==> src/rtl/mem_responder_pkg.sv <==
`default_nettype none
// ============================================================================
// Module  : mem_responder_pkg
// Purpose : Shared definitions for the memory responder.
//           - cpustate encodings (RUN = 2'b11 matches the control unit's
//             reset gating).
//           - Responder FSM state type.
//           - Helper that maps a cpustate code to the state entered on a
//             mode change.
// Rev     : 1.0  initial release
// ============================================================================
package mem_responder_pkg;

    localparam logic [1:0] CS_IDLE  = 2'b00;
    localparam logic [1:0] CS_IN    = 2'b01;
    localparam logic [1:0] CS_CHECK = 2'b10;
    localparam logic [1:0] CS_RUN   = 2'b11;

    typedef enum logic [2:0] {
        S_IDLE    = 3'd0,
        S_LOAD    = 3'd1,
        S_CHECK   = 3'd2,
        S_CHKDONE = 3'd3,
        S_RUN     = 3'd4
    } state_t;

    // State entered when cpustate switches to the given mode.
    function automatic state_t entry_state(input logic [1:0] cs);
        state_t st;
        case (cs)
            CS_IN:    st = S_LOAD;
            CS_CHECK: st = S_CHECK;
            CS_RUN:   st = S_RUN;
            default:  st = S_IDLE;
        endcase
        return st;
    endfunction

endpackage
`default_nettype wire

==> src/rtl/mem_responder_if.sv <==
`default_nettype none
// ============================================================================
// Module  : mem_responder_if
// Purpose : Bundles the mode, CPU bus and host loader signals of the memory
//           responder.
//   slave  modport : responder side (mem_responder)
//   master modport : control unit / host side
//   cpustate, cpu_addr, read, write, cpu_wdata  : mode and CPU cycle
//   cpu_rdata, addr_err                         : CPU read data / range error
//   host_din, host_valid, host_ready            : program byte stream in
//   host_dout, host_dout_valid, host_dout_ready : verification stream out
//   load_len, check_done, overflow              : session status
// Rev     : 1.0  initial release
// ============================================================================
interface mem_responder_if #(
    parameter int ADDR_W = 16,
    parameter int MEM_AW = 8
) ();
    logic [1:0]        cpustate;
    logic [ADDR_W-1:0] cpu_addr;
    logic              read;
    logic              write;
    logic [7:0]        cpu_wdata;
    logic [7:0]        cpu_rdata;
    logic              addr_err;
    logic [7:0]        host_din;
    logic              host_valid;
    logic              host_ready;
    logic [7:0]        host_dout;
    logic              host_dout_valid;
    logic              host_dout_ready;
    logic [MEM_AW:0]   load_len;
    logic              check_done;
    logic              overflow;

    modport slave (
        input  cpustate, cpu_addr, read, write, cpu_wdata,
               host_din, host_valid, host_dout_ready,
        output cpu_rdata, addr_err, host_ready, host_dout, host_dout_valid,
               load_len, check_done, overflow
    );

    modport master (
        output cpustate, cpu_addr, read, write, cpu_wdata,
               host_din, host_valid, host_dout_ready,
        input  cpu_rdata, addr_err, host_ready, host_dout, host_dout_valid,
               load_len, check_done, overflow
    );
endinterface
`default_nettype wire

==> src/rtl/mem_responder_mem_array.sv <==
`default_nettype none
// ============================================================================
// Module  : mem_responder_mem_array
// Purpose : 2**MEM_AW x 8 register array, one synchronous write port and one
//           asynchronous read port. Contents are deliberately not reset.
//   clk      in  clock
//   we_i     in  write enable
//   waddr_i  in  write address
//   wdata_i  in  write data
//   raddr_i  in  read address
//   rdata_o  out read data (combinational)
// Rev     : 1.0  initial release
// ============================================================================
module mem_responder_mem_array #(
    parameter int MEM_AW = 8
) (
    input  wire logic              clk,
    input  wire logic              we_i,
    input  wire logic [MEM_AW-1:0] waddr_i,
    input  wire logic [7:0]        wdata_i,
    input  wire logic [MEM_AW-1:0] raddr_i,
    output logic      [7:0]        rdata_o
);
    localparam int DEPTH = 1 << MEM_AW;

    logic [7:0] mem_q [DEPTH];

    always_ff @(posedge clk) begin
        if (we_i) begin
            mem_q[waddr_i] <= wdata_i;
        end
    end

    assign rdata_o = mem_q[raddr_i];
endmodule
`default_nettype wire

==> src/rtl/mem_responder.sv <==
`default_nettype none
// ============================================================================
// Module  : mem_responder
// Purpose : Memory-side responder owning a byte-wide program/data store.
//           IN streams host bytes in, CHECK streams them back, RUN answers
//           CPU read/write cycles at the AR address.
//   clk  in  system clock, rising edge
//   rst  in  asynchronous, active-low reset
//   bus  mem_responder_if.slave (mode, CPU bus, host streams, status)
// Rev     : 1.0  initial release
// ============================================================================
module mem_responder
    import mem_responder_pkg::*;
#(
    parameter int ADDR_W = 16,
    parameter int MEM_AW = 8
) (
    input  wire logic      clk,
    input  wire logic      rst,
    mem_responder_if.slave bus
);
    localparam logic [MEM_AW:0] PTR_DEPTH = {1'b1, {MEM_AW{1'b0}}};
    localparam logic [MEM_AW:0] PTR_ONE   = (MEM_AW+1)'(1);

    state_t            state_q, state_d;
    logic [1:0]        cs_q;
    logic [MEM_AW:0]   ptr_q, ptr_d;
    logic [MEM_AW:0]   load_len_q, load_len_d;
    logic              overflow_q, overflow_d;

    logic              w_mode_chg;
    logic              w_in_range;
    logic              w_host_ready;
    logic              w_dout_valid;
    logic              w_we;
    logic [MEM_AW-1:0] w_waddr;
    logic [7:0]        w_wdata;
    logic [MEM_AW-1:0] w_raddr;
    logic [7:0]        w_mem_rdata;
    logic [7:0]        w_cpu_rdata;
    logic              w_addr_err;

    // cs_q holds the mode the FSM is currently serving; any difference from
    // the live cpustate is a mode change taking effect at the next edge.
    assign w_mode_chg = (bus.cpustate != cs_q);
    assign w_in_range = (bus.cpu_addr[ADDR_W-1:MEM_AW] == '0);

    always_ff @(posedge clk or negedge rst) begin
        if (!rst) begin
            state_q    <= S_IDLE;
            cs_q       <= CS_IDLE;
            ptr_q      <= '0;
            load_len_q <= '0;
            overflow_q <= 1'b0;
        end else begin
            state_q    <= state_d;
            cs_q       <= bus.cpustate;
            ptr_q      <= ptr_d;
            load_len_q <= load_len_d;
            overflow_q <= overflow_d;
        end
    end

    always_comb begin
        state_d      = state_q;
        ptr_d        = ptr_q;
        load_len_d   = load_len_q;
        overflow_d   = overflow_q;
        w_host_ready = 1'b0;
        w_dout_valid = 1'b0;
        w_we         = 1'b0;
        w_waddr      = ptr_q[MEM_AW-1:0];
        w_wdata      = bus.host_din;
        w_raddr      = ptr_q[MEM_AW-1:0];
        w_cpu_rdata  = 8'h00;
        w_addr_err   = 1'b0;

        case (state_q)
            S_LOAD: begin
                // No handshake on a mode-change cycle: the transfer is
                // abandoned rather than half-accepted.
                w_host_ready = (ptr_q != PTR_DEPTH) && !w_mode_chg;
                if (bus.host_valid && w_host_ready) begin
                    w_we  = 1'b1;
                    ptr_d = ptr_q + PTR_ONE;
                end
                if ((ptr_q == PTR_DEPTH) && bus.host_valid) begin
                    overflow_d = 1'b1;
                end
            end
            S_CHECK: begin
                if (ptr_q == load_len_q) begin
                    state_d = S_CHKDONE;
                end else begin
                    w_dout_valid = !w_mode_chg;
                    if (w_dout_valid && bus.host_dout_ready) begin
                        ptr_d = ptr_q + PTR_ONE;
                    end
                end
            end
            S_RUN: begin
                w_raddr = bus.cpu_addr[MEM_AW-1:0];
                if (w_in_range) begin
                    // Asynchronous read shows the pre-write value when read
                    // and write coincide.
                    if (bus.read) begin
                        w_cpu_rdata = w_mem_rdata;
                    end
                    if (bus.write) begin
                        w_we    = 1'b1;
                        w_waddr = bus.cpu_addr[MEM_AW-1:0];
                        w_wdata = bus.cpu_wdata;
                    end
                end else begin
                    w_addr_err = bus.read || bus.write;
                end
            end
            default: ;
        endcase

        if (w_mode_chg) begin
            state_d = entry_state(bus.cpustate);
            ptr_d   = '0;
            if (state_q == S_LOAD) begin
                load_len_d = ptr_q;
            end
            if (bus.cpustate == CS_IN) begin
                overflow_d = 1'b0;
            end
        end
    end

    mem_responder_mem_array #(
        .MEM_AW (MEM_AW)
    ) u_mem (
        .clk     (clk),
        .we_i    (w_we),
        .waddr_i (w_waddr),
        .wdata_i (w_wdata),
        .raddr_i (w_raddr),
        .rdata_o (w_mem_rdata)
    );

    assign bus.cpu_rdata       = w_cpu_rdata;
    assign bus.addr_err        = w_addr_err;
    assign bus.host_ready      = w_host_ready;
    assign bus.host_dout_valid = w_dout_valid;
    assign bus.host_dout       = w_dout_valid ? w_mem_rdata : 8'h00;
    assign bus.load_len        = load_len_q;
    assign bus.check_done      = (state_q == S_CHKDONE);
    assign bus.overflow        = overflow_q;
endmodule
`default_nettype wire
==> src/flat_wrapper.sv <==
// flat-port wrapper written by rule: the top's interface ports become plain ports
module mem_responder_flat import mem_responder_pkg::*;
#(
    parameter int ADDR_W = 16,
    parameter int MEM_AW = 8
)
  (clk, rst, bus_cpustate, bus_cpu_addr, bus_read, bus_write, bus_cpu_wdata, bus_host_din, bus_host_valid, bus_host_dout_ready, bus_cpu_rdata, bus_addr_err, bus_host_ready, bus_host_dout, bus_host_dout_valid, bus_load_len, bus_check_done, bus_overflow);
  mem_responder_if #(.ADDR_W(ADDR_W), .MEM_AW(MEM_AW)) bus_i ();
  input  wire logic clk;
  input  wire logic rst;
  input wire logic [$bits(bus_i.cpustate)-1:0] bus_cpustate;
  input wire logic [$bits(bus_i.cpu_addr)-1:0] bus_cpu_addr;
  input wire logic [$bits(bus_i.read)-1:0] bus_read;
  input wire logic [$bits(bus_i.write)-1:0] bus_write;
  input wire logic [$bits(bus_i.cpu_wdata)-1:0] bus_cpu_wdata;
  input wire logic [$bits(bus_i.host_din)-1:0] bus_host_din;
  input wire logic [$bits(bus_i.host_valid)-1:0] bus_host_valid;
  input wire logic [$bits(bus_i.host_dout_ready)-1:0] bus_host_dout_ready;
  output wire logic [$bits(bus_i.cpu_rdata)-1:0] bus_cpu_rdata;
  output wire logic [$bits(bus_i.addr_err)-1:0] bus_addr_err;
  output wire logic [$bits(bus_i.host_ready)-1:0] bus_host_ready;
  output wire logic [$bits(bus_i.host_dout)-1:0] bus_host_dout;
  output wire logic [$bits(bus_i.host_dout_valid)-1:0] bus_host_dout_valid;
  output wire logic [$bits(bus_i.load_len)-1:0] bus_load_len;
  output wire logic [$bits(bus_i.check_done)-1:0] bus_check_done;
  output wire logic [$bits(bus_i.overflow)-1:0] bus_overflow;
  assign bus_i.cpustate = bus_cpustate;
  assign bus_i.cpu_addr = bus_cpu_addr;
  assign bus_i.read = bus_read;
  assign bus_i.write = bus_write;
  assign bus_i.cpu_wdata = bus_cpu_wdata;
  assign bus_i.host_din = bus_host_din;
  assign bus_i.host_valid = bus_host_valid;
  assign bus_i.host_dout_ready = bus_host_dout_ready;
  assign bus_cpu_rdata = bus_i.cpu_rdata;
  assign bus_addr_err = bus_i.addr_err;
  assign bus_host_ready = bus_i.host_ready;
  assign bus_host_dout = bus_i.host_dout;
  assign bus_host_dout_valid = bus_i.host_dout_valid;
  assign bus_load_len = bus_i.load_len;
  assign bus_check_done = bus_i.check_done;
  assign bus_overflow = bus_i.overflow;
  mem_responder #(.ADDR_W(ADDR_W), .MEM_AW(MEM_AW)) u_core (.clk(clk), .rst(rst), .bus(bus_i));
endmodule
==> config.mk <==
export PLATFORM = sky130hd
export DESIGN_NAME = mem_responder_flat
export DESIGN_NICKNAME = d
export VERILOG_FILES = /design/src/rtl/mem_responder_pkg.sv /design/src/rtl/mem_responder_if.sv /design/src/rtl/mem_responder_mem_array.sv /design/src/rtl/mem_responder.sv /design/src/flat_wrapper.sv
export SDC_FILE = /design/constraint.sdc
export NUM_CORES = 2
export LEC_CHECK = 0
export CORE_ASPECT_RATIO = 1.5
export CORE_MARGIN = 3
export CORE_UTILIZATION = 45
export DETAILED_ROUTE_END_ITERATION = 6
export MAX_ROUTING_LAYER = met4
export PLACE_DENSITY = 0.64
export SKIP_CTS_REPAIR_TIMING = 1
export SYNTH_ARGS = -nofsm -noshare
export SYNTH_HDL_FRONTEND = slang
export SYNTH_SLANG_ARGS = --single-unit
==> constraint.sdc <==
create_clock -name clk -period 6.7 [get_ports clk]
set_clock_uncertainty 0.1 [all_clocks]
set_input_delay 1.34 -clock clk [delete_from_list [all_inputs] [get_ports clk]]
set_output_delay 1.34 -clock clk [all_outputs]
set_load 0.01 [all_outputs]
==> metrics.csv <==
metric;value;unit
cts.htree.levels;4;
maxCapViolations;0;
synth_top_cell_area_share;0.722;
routed_wirelength;266;mm
run_status;finished with violations;
grt_max_degree;129;
grt_pass1_vias;54900;
start_kind;primary input;
vias;56500;
critPathKind;primary input to output pin;
cts_buffers;192;
synth_fp_nets;6528;
drt_drc_violations_left;0;
clk_latency;0.84;ns
hold_path_end;u_core.bus.load_len[8];
place_congestion;0.978;
fillCellCount;15400;
holdPathStages;1;
layout-drive-gt1-share;0.137;
r2r-start;u_core.state_q[0];
dieHeight;539;µm
fmax;0.147;GHz
drt_iter0_markers;6503;
required;5.26;ns
p_leak;32.7;nW
synth.distinct_cells;69;
antenna_found_initial;8;
wl_per_cell;28.1;µm
failed_checks;setup timing;
clock_sinks;2072;
dpl.hpwl;172;mm
cts_tree;built;
hold_start;u_core.bus.load_len[8];
core;0.187;mm²
synth_seq_area_share;0.729;
grtUsageTotal;0.275;
final_cells;9468;
hold_viol_final;0;
rrSetupSlack;1.18;ns
synth_edf_count;2048;
routed_via_density;5.97;
synth_async_sr_flop_share;0.0116;
totalNegativeSetupSlack;-0.220;ns
relSlewSlack;0.251;
fp.dieArea;0.195;mm²
rr_worst_depth;10;
p_per_area;268;mW/mm²
maxSlewViolCount;0;
syn_inst;6486;
cts_root_buf;clkbuf_16;
cp_data_arrival_time;5.38;ns
path_max_fanout;22;
pre_cts_ws;-0.763;ns
finalWorstSetupSlack;-0.121;ns
dp.cells;9093;
io_pins;70;
synth_top_flop_cell;edfxtp_1;
fin_crit_sh;1.02;
drt_pass1_iterations;6;
die_w;361;µm
ys_seq_elements;2072;
syn_area;0.0851;mm²
whs;0.486;ns
yosysWarnings;0;
grt_pass1_wl;381;mm
setup_viol;3;
finalCriticalPeriod;6.82;ns
yosys.area.top_type;edfxtp_1;
critPathCaptureType;output pin;
synth.avg_cell_area;13.1;µm²
synthTopCellsByCount;edfxtp_1, nand2_1, a21oi_1;
synth_area_leaders;edfxtp_1, nand2_1, a21oi_1;
gr-total-overflow;0;
syn_to_final_growth;15.8;%
clock_path_buffers;4;
hold_path.class;flip-flop to flip-flop;
finalNetCount;6910;
rows;194;
rsz0062_at_grt;yes;
portBuffers;69;
timing.rr.end;u_core.u_mem.mem_q[124][2];
worst_slew_pin_slew;1.12;ns
ant_nets;0;
start_util;0.455;
synth.most_common_cell;edfxtp_1;
path_clk_slew;0.06;ns
vdd_drop_max;0.178;mV
[metal layers]
metal | vias to the layer above | GRT usage | share of wire
li1 | 24900 | - | -
met1 | 28300 | 0.321 | 0.36
met2 | 2606 | 0.454 | 0.49
met3 | 661 | 0.0422 | 0.075
met4 | 0 | 0.159 | 0.070
met5 | - | - | 0
[state kept, by name (all words and copies together) (netlist names)]
register             flops
u_core.bus.load_len      9
u_core.bus.overflow      1
u_core.cs_q              2
u_core.ptr_q             9
u_core.state_q           3
u_core.u_mem.mem_q    2048
[how the worst max path moves through the flow]
stage                          endpoint  slack, ns  depth (start not counted)        startpoint
3_3_place_gp           bus_cpu_rdata[6]      -0.86                         16   bus_cpu_addr[0]
6_report               bus_cpu_rdata[6]      -0.12                         16   bus_cpu_addr[2]
4_1_cts                bus_cpu_rdata[6]      -0.79                         16   bus_cpu_addr[0]
3_5_place_dp           bus_cpu_rdata[6]      -0.76                         16   bus_cpu_addr[0]
2_1_floorplan  u_core.u_mem.mem_q[0][0]       0.08                          7  bus_cpu_addr[13]
5_1_grt                bus_cpu_rdata[6]      -0.15                         15   bus_cpu_addr[2]
[logic make-up (layout without fill, tap and decap cells)]
kind of cell / count (synthesis) / count (layout) / share of synthesized area
muxes: 262 / 262 / 0.0317
other: 0 / 9 / 0
AOI/OAI and AO/OA: 1375 / 1376 / 0.0988
DFF: 2072 / 2072 / 0.729
buffers and inverters: 570 / 1091 / 0.0293
and+or+nand+nor: 2186 / 2187 / 0.108
xor gates and xnor gates: 19 / 19 / 0.00195
adders and majority gates: 2 / 2 / 0.000294
[report_power, final]
group	switching, mW	total (mW)	internal [mW]
Sequential	0.00734	14.2	14.2
Clock	4.67	10.4	5.69
Combinational	1.23	1.78	0.556
[placed cells by master (no fill, tap or decap), drive strengths merged, types with 6 or more instances in the layout]
cell type,count
a211oi,265
a21o,6
a21oi,744
a221oi,40
a311oi,47
a31oi,43
a32oi,24
buf,548
bufinv,9
clkbuf,246
clkdlybuf4s50,60
clkinv,73
dfrtp,24
diode,9
dlymetal6s2s,7
edfxtp,2048
inv,144
mux2,48
mux2i,214
nand2,1495
nand2b,42
nand3,78
nand3b,11
nand4,18
nor2,290
nor2b,15
nor3,27
nor3b,7
nor4,182
o2111ai,7
o211ai,24
o21ai,72
o221ai,7
o22ai,56
o41ai,15
xnor2,19
[stage by stage]
step | cell area, µm² | power [mW] | util
floorplan | 85100 | 15.5 | -
global placement | 92000 | 16.2 | 0.492
detailed placement | 92000 | 16.2 | 0.492
CTS | 97800 | 26.4 | 0.522
global route | 98600 | 27.1 | 0.527
finish | 98600 | 26.4 | 0.527
[critical path, cell delays in order]
cell,delay (ns)
clkdlybuf4s50_1,0.46
buf_4,0.20
buf_4,0.18
nor2_1,0.06
mux2_4,0.33
nand2_8,0.18
buf_12,0.20
buf_4,0.22
a21oi_1,0.07
nor4_1,0.33
a21oi_1,0.25
o41ai_4,0.42
buf_4,0.19
o2111ai_2,0.20
buf_4,0.23
clkdlybuf4s50_1,0.47
[layout make-up]
cell class	count	area, µm²	area share
tap	2450	3070	0.0311
timing repair buffer	616	5920	0.0601
multi-input combinational	3846	21200	0.215
inverter	140	529	0.00537
sequential	2072	62100	0.630
clock buffer	245	5080	0.0515
clock inverter	90	678	0.00688
antenna	9	22.5	0.000228
Power figures use the tool's default switching activity.
